`src/rtl/simd_mem_requester.sv`:
```
// Vector load/store initiator toward the shared data-memory arbiter.
// Optional `define TIMEOUT_EN adds per-lane grant-wait timeouts (err).
module simd_mem_requester #(
  parameter int ncores      = 3,
  parameter int HOLD_CYC    = 3,
  parameter int TIMEOUT_CYC = 64
) (
  input  logic                clk,
  input  logic                rst,
  input  logic                start,
  input  logic                op_write,
  input  logic [ncores-1:0]   lane_en,
  input  logic [8*ncores-1:0] addr_in,
  input  logic [8*ncores-1:0] wdata_in,
  output logic [ncores-1:0]   rden,
  output logic [ncores-1:0]   wren,
  output logic [8*ncores-1:0] Address,
  output logic [8*ncores-1:0] Din,
  input  logic [ncores-1:0]   acq,
  input  logic [8*ncores-1:0] Dq,
  output logic [8*ncores-1:0] rdata,
  output logic                busy,
  output logic                done,
  output logic [ncores-1:0]   err
);
  localparam int W  = 8 * ncores;
  localparam int HW = $clog2(HOLD_CYC + 1);
  localparam logic [HW-1:0] HLAST = HW'(HOLD_CYC - 1);

  typedef enum logic [1:0] {IDLE, REQ, HOLD, FIN} st_t;

  st_t             st_q   [ncores];
  st_t             st_d   [ncores];
  logic [HW-1:0]   hcnt_q [ncores];
  logic [HW-1:0]   hcnt_d [ncores];
  logic            op_q, op_d;
  logic [ncores-1:0] en_q, en_d;
  logic [W-1:0]    addr_q, addr_d;
  logic [W-1:0]    din_q, din_d;
  logic [W-1:0]    rdata_q, rdata_d;
  logic            busy_q, busy_d;
  logic            done_q, done_d;
  logic            accept, all_fin;

`ifdef TIMEOUT_EN
  localparam int TW = $clog2(TIMEOUT_CYC + 1);
  localparam logic [TW-1:0] TLAST = TW'(TIMEOUT_CYC - 1);
  logic [TW-1:0]     tcnt_q [ncores];
  logic [TW-1:0]     tcnt_d [ncores];
  logic [ncores-1:0] err_q, err_d;
`endif

  assign accept = start & ~busy_q;

  always_comb begin
    all_fin = busy_q;
    for (int i = 0; i < ncores; i++) begin
      if (en_q[i] && st_q[i] != FIN) all_fin = 1'b0;
    end
  end

  always_comb begin
    op_d    = op_q;
    en_d    = en_q;
    addr_d  = addr_q;
    din_d   = din_q;
    rdata_d = rdata_q;
    busy_d  = busy_q;
    done_d  = 1'b0;
`ifdef TIMEOUT_EN
    err_d   = accept ? '0 : err_q;
`endif
    if (accept) begin
      op_d   = op_write;
      en_d   = lane_en;
      addr_d = addr_in;
      din_d  = wdata_in;
      busy_d = |lane_en;
      done_d = ~|lane_en;
    end
    if (all_fin) begin
      busy_d = 1'b0;
      done_d = 1'b1;
    end
    for (int i = 0; i < ncores; i++) begin
      st_d[i]   = st_q[i];
      hcnt_d[i] = hcnt_q[i];
`ifdef TIMEOUT_EN
      tcnt_d[i] = tcnt_q[i];
`endif
      unique case (st_q[i])
        IDLE: begin
          if (accept && lane_en[i]) begin
            st_d[i] = REQ;
`ifdef TIMEOUT_EN
            tcnt_d[i] = '0;
`endif
          end
        end
        REQ: begin
          if (acq[i]) begin
            st_d[i]   = HOLD;
            hcnt_d[i] = '0;
`ifdef TIMEOUT_EN
            tcnt_d[i] = '0;
          end else if (tcnt_q[i] == TLAST) begin
            st_d[i]  = FIN;
            err_d[i] = 1'b1;
          end else begin
            tcnt_d[i] = tcnt_q[i] + 1'b1;
`endif
          end
        end
        HOLD: begin
          // Losing the grant mid-hold means the RAM data is not ours yet.
          if (!acq[i]) begin
            st_d[i]   = REQ;
            hcnt_d[i] = '0;
          end else if (hcnt_q[i] == HLAST) begin
            st_d[i] = FIN;
            if (!op_q) rdata_d[8*i +: 8] = Dq[8*i +: 8];
          end else begin
            hcnt_d[i] = hcnt_q[i] + 1'b1;
          end
        end
        FIN: begin
          if (all_fin) st_d[i] = IDLE;
        end
        default: st_d[i] = IDLE;
      endcase
    end
  end

  always_ff @(posedge clk) begin
    if (rst) begin
      op_q    <= 1'b0;
      en_q    <= '0;
      addr_q  <= '0;
      din_q   <= '0;
      rdata_q <= '0;
      busy_q  <= 1'b0;
      done_q  <= 1'b0;
      for (int i = 0; i < ncores; i++) begin
        st_q[i]   <= IDLE;
        hcnt_q[i] <= '0;
      end
    end else begin
      op_q    <= op_d;
      en_q    <= en_d;
      addr_q  <= addr_d;
      din_q   <= din_d;
      rdata_q <= rdata_d;
      busy_q  <= busy_d;
      done_q  <= done_d;
      for (int i = 0; i < ncores; i++) begin
        st_q[i]   <= st_d[i];
        hcnt_q[i] <= hcnt_d[i];
      end
    end
  end

`ifdef TIMEOUT_EN
  always_ff @(posedge clk) begin
    if (rst) begin
      err_q <= '0;
      for (int i = 0; i < ncores; i++) tcnt_q[i] <= '0;
    end else begin
      err_q <= err_d;
      for (int i = 0; i < ncores; i++) tcnt_q[i] <= tcnt_d[i];
    end
  end
  assign err = err_q;
`else
  assign err = '0;
`endif

  always_comb begin
    rden = '0;
    wren = '0;
    for (int i = 0; i < ncores; i++) begin
      if (st_q[i] == REQ || st_q[i] == HOLD) begin
        rden[i] = ~op_q;
        wren[i] = op_q;
      end
    end
  end

  assign Address = addr_q;
  assign Din     = din_q;
  assign rdata   = rdata_q;
  assign busy    = busy_q;
  assign done    = done_q;
endmodule
```
`config.mk`:
```
export PLATFORM = sky130hd
export DESIGN_NAME = simd_mem_requester
export DESIGN_NICKNAME = d
export VERILOG_FILES = /design/src/rtl/simd_mem_requester.sv
export SDC_FILE = /design/constraint.sdc
export NUM_CORES = 1
export LEC_CHECK = 0
export ABC_AREA = 1
export CAP_MARGIN = 10
export CORE_UTILIZATION = 38
export CTS_CLUSTER_DIAMETER = 100
export DETAILED_ROUTE_END_ITERATION = 12
export PLACE_DENSITY = 0.83
export SETUP_SLACK_MARGIN = 0.05
export SLEW_MARGIN = 15
export SYNTH_ARGS = -nofsm -noshare
export SYNTH_HDL_FRONTEND = slang
export SYNTH_SLANG_ARGS = --single-unit
```
`constraint.sdc`:
```
create_clock -name clk -period 1.2 [get_ports clk]
set_input_delay 0.24 -clock clk [delete_from_list [all_inputs] [get_ports clk]]
set_output_delay 0.24 -clock clk [all_outputs]
set_load 0.03 [all_outputs]
```
==> insert_results.sql <==
INSERT INTO impl_metrics (metric_group, metric, value, unit) VALUES
('synth', 'ys_seq_area_frac', '0.482', ''),
('synth', 'synth_top_cells_by_area', 'dfxtp_1 (48%), nor2_1 (17%), o21ai_0 (11%)', ''),
('finish', 'finalInstanceArea', '6670', 'µm²'),
('power', 'fin_total_pwr', '10.5', 'mW'),
('run', 'max_cap_violations', '0', ''),
('timing', 'report.final.hold_viol_count', '0', ''),
('die', 'initial_core_util', '0.399', ''),
('clock_network', 'cts.path.max_buffers', '2', ''),
('critical_path', 'crit_required', '0.96', 'ns'),
('synth', 'synth_largest_area_cell', 'dfxtp_1', ''),
('die', 'die_area', '10200', 'µm²'),
('placement', 'post-place-cells', '806', ''),
('power', 'power_density', '1570', 'nW/µm²'),
('placement', 'buffer_ports.inserted', '161', ''),
('critical_path', 'worstPathArrival', '1.38', 'ns'),
('min_path', 'hold_path_class', 'primary input to flip-flop', ''),
('run_status', 'failed_checks', 'negative setup slack', ''),
('clock_network', 'numClockSinks', '90', ''),
('route', 'wirelength', '12.7', 'mm'),
('power', 'power.ir.vdd_worst', '1.49', 'mV'),
('finish', 'fin_util', '0.712', ''),
('placement', 'postPlaceCellArea', '5590', 'µm²'),
('clock_network', 'clock_transition_at_the_register_clock_pins_on_the_worst_setup_and_hold_paths_after_cts', '0.09', 'ns'),
('clock_network', 'clock_latency', '0.36', 'ns'),
('power', 'p_leak', '2.88', 'nW'),
('die', 'vertical_die_dimension', '101', 'µm'),
('route', 'route.detailed.vias_per_inst', '4.86', ''),
('placement', 'place.gp.congestion', '0.777', ''),
('run_status', 'outcome', 'complete, but fails checks', ''),
('critical_path', 'setup.worst_path.class', 'flip-flop to output port', ''),
('timing', 'fin_tns_setup', '-9.07', 'ns'),
('synth', 'synthesized_flop_and_latch_total', '90', ''),
('timing', 'final.setup.worst_slack', '-0.417', 'ns'),
('clock_network', 'tritoncts', 'done', ''),
('min_path', 'worst_hold_depth', '3', ''),
('route', 'dr_total_vias', '4122', ''),
('finish', 'count_of_antenna_diodes_in_the_layout', '0', ''),
('critical_path', 'r2r_cells', '10', ''),
('critical_path', 'cp_max_fanout', '2', ''),
('synth', 'syn-cell-area', '3740', 'µm²'),
('clock_network', 'clk_root_buffer_cell', 'clkbuf_8', ''),
('timing', 'finClkSkew', '0.0130', 'ns'),
('finish', 'finalNetCount', '811', ''),
('synth', 'synth_cell_types', '25', ''),
('clock_network', 'cts_htree_levels', '3', ''),
('synth', 'synth.yosys.warnings', '0', ''),
('finish', 'drive_gt1_frac', '0.408', ''),
('grt', 'grtUsageTotal', '0.237', ''),
('die', 'placementRows', '35', ''),
('critical_path', 'setup.worst_path.end_class', 'output port', ''),
('timing', 'finalWorstPathRequiredPeriod', '1.62', 'ns'),
('clock_network', 'post_cts_hold_buffer_count', '0', ''),
('route', 'drt_first_iter_violations', '152', ''),
('critical_path', 'cp-start-kind', 'flip-flop', ''),
('finish', 'mostFrequentLayoutCell', 'nor2_1', ''),
('finish', 'mostFrequentLayoutCells', 'nor2_1 (151), buf_4 (87), clkdlybuf4s50_1 (80)', ''),
('synth', 'synthesis.instances', '507', ''),
('grt', 'grt_pass1_vias', '3971', ''),
('synth', 'synthDominantCellAreaShare', '0.482', ''),
('placement', 'dp_worst_setup_slack', '-0.343', 'ns'),
('timing', 'max_freq', '618', 'MHz'),
('grt', 'grt_pass1_wl', '18.8', 'mm'),
('synth', 'syn_area_per_cell', '7.37', 'µm²'),
('placement', 'dpl.hpwl', '8.12', 'mm'),
('route', 'first_pass_iters', '4', ''),
('die', 'pin_count', '165', ''),
('timing', 'final.period_utilization', '1.35', ''),
('route', 'antenna_left', '0', ''),
('finish', 'fill_cells', '738', ''),
('timing', 'setup_violations', '44', ''),
('die', 'core', '9370', 'µm²'),
('route', 'wl_per_cell', '15.0', 'µm'),
('timing', 'grt_setup_unrepaired', 'true', ''),
('route', 'remaining_drc_errors', '0', ''),
('finish', 'fin_cells', '848', ''),
('finish', 'syn_to_final_growth', '78.4', '%'),
('grt', 'grt_start_max_net_pins', '37', ''),
('grt', 'antenna_found_initial', '0', ''),
('timing', 'timing.final.max_slew_violations', '0', ''),
('clock_network', 'cts_made_buffers', '9', ''),
('grt', 'grt-ovfl-total', '0', ''),
('die', 'fp.dieW', '101', 'µm'),
('timing', 'final.hold.worst_slack', '0.310', 'ns');
cell usage after synthesis:
cell and instances:
a21oi_1 15, a31oi_1 1, buf_2 12, buf_4 3
buf_6 2, clkbuf_1 6, conb_1 1, dfxtp_1 90
ha_1 15, inv_1 32, inv_2 10, nand2_1 39
nand2_2 1, nand2_4 1, nand3_1 12, nand4_2 2
nor2_1 173, nor2_2 1, nor2_4 2, nor3_1 2
o211ai_1 1, o21ai_0 80, o21ai_1 3, or2_0 1
or2_2 2
worst max-delay path, stage by stage, from the launching register on:
cell and delay [ns]:
dfxtp_2 0.36, inv_2 0.05, buf_6 0.11, ha_4 0.26, inv_2 0.04, nor2_4 0.07, buf_6 0.13
worst paths after layout:
| path | from | to | slack (ns) |
|---|---|---|---|
| worst min-delay path | start | en_q[1]$_SDFFE_PP0N_ | 0.31 |
| worst min register to register | en_q[1]$_SDFFE_PP0N_ | en_q[1]$_SDFFE_PP0N_ | 0.48 |
| worst max register to register | st_q[0][4]$_SDFFE_PP0P_ | st_q[0][4]$_SDFFE_PP0P_ | -0.28 |
| worst max-delay path | st_q[0][4]$_SDFFE_PP0P_ | rden[2] | -0.42 |
registers in the layout (all words and copies together) (netlist names):
name,cells
st_q,6
rdata,24
Din,24
Address,24
busy,1
hcnt_q,6
op_q,1
done,1
en_q,3
report_power, final:
group | internal, mW | total, mW | switching [mW]
combinational | 2.19 | 4.65 | 2.45
clock | 1.19 | 2.34 | 1.15
sequential | 3.29 | 3.48 | 0.195
final cells by class:
type                    instances  area (µm²)  area share
clock inverters                 7        98.8      0.0148
inverters                      42         188      0.0281
repair buffers                215        2070       0.311
flip-flops and latches         90        1850       0.277
well taps                     129         161      0.0242
clock buffers                   9         124      0.0186
multi-input cells             356        2180       0.327
per-layer routing:
metal	wire length, µm	track usage
met3	718	0.0455
met4	306	0.114
met1	5040	0.256
met5	0	0
met2	6660	0.443
cell families after synthesis:
logic type	after synthesis	share of synthesized area
flops	90	0.482
compound gates	100	0.135
simple gates	236	0.256
fa+ha+maj	15	0.0502
buf+inv	65	0.0763
other cells	1	0.00100
what timing repair did:
action	4_1_cts	5_1_grt
setup buffers	15	10
cloned	2	2
setup endpoints to repair	46	111
resized for setup	108	122
pin swaps	34	36
Note: power is estimated with default switching activity, not from simulation.
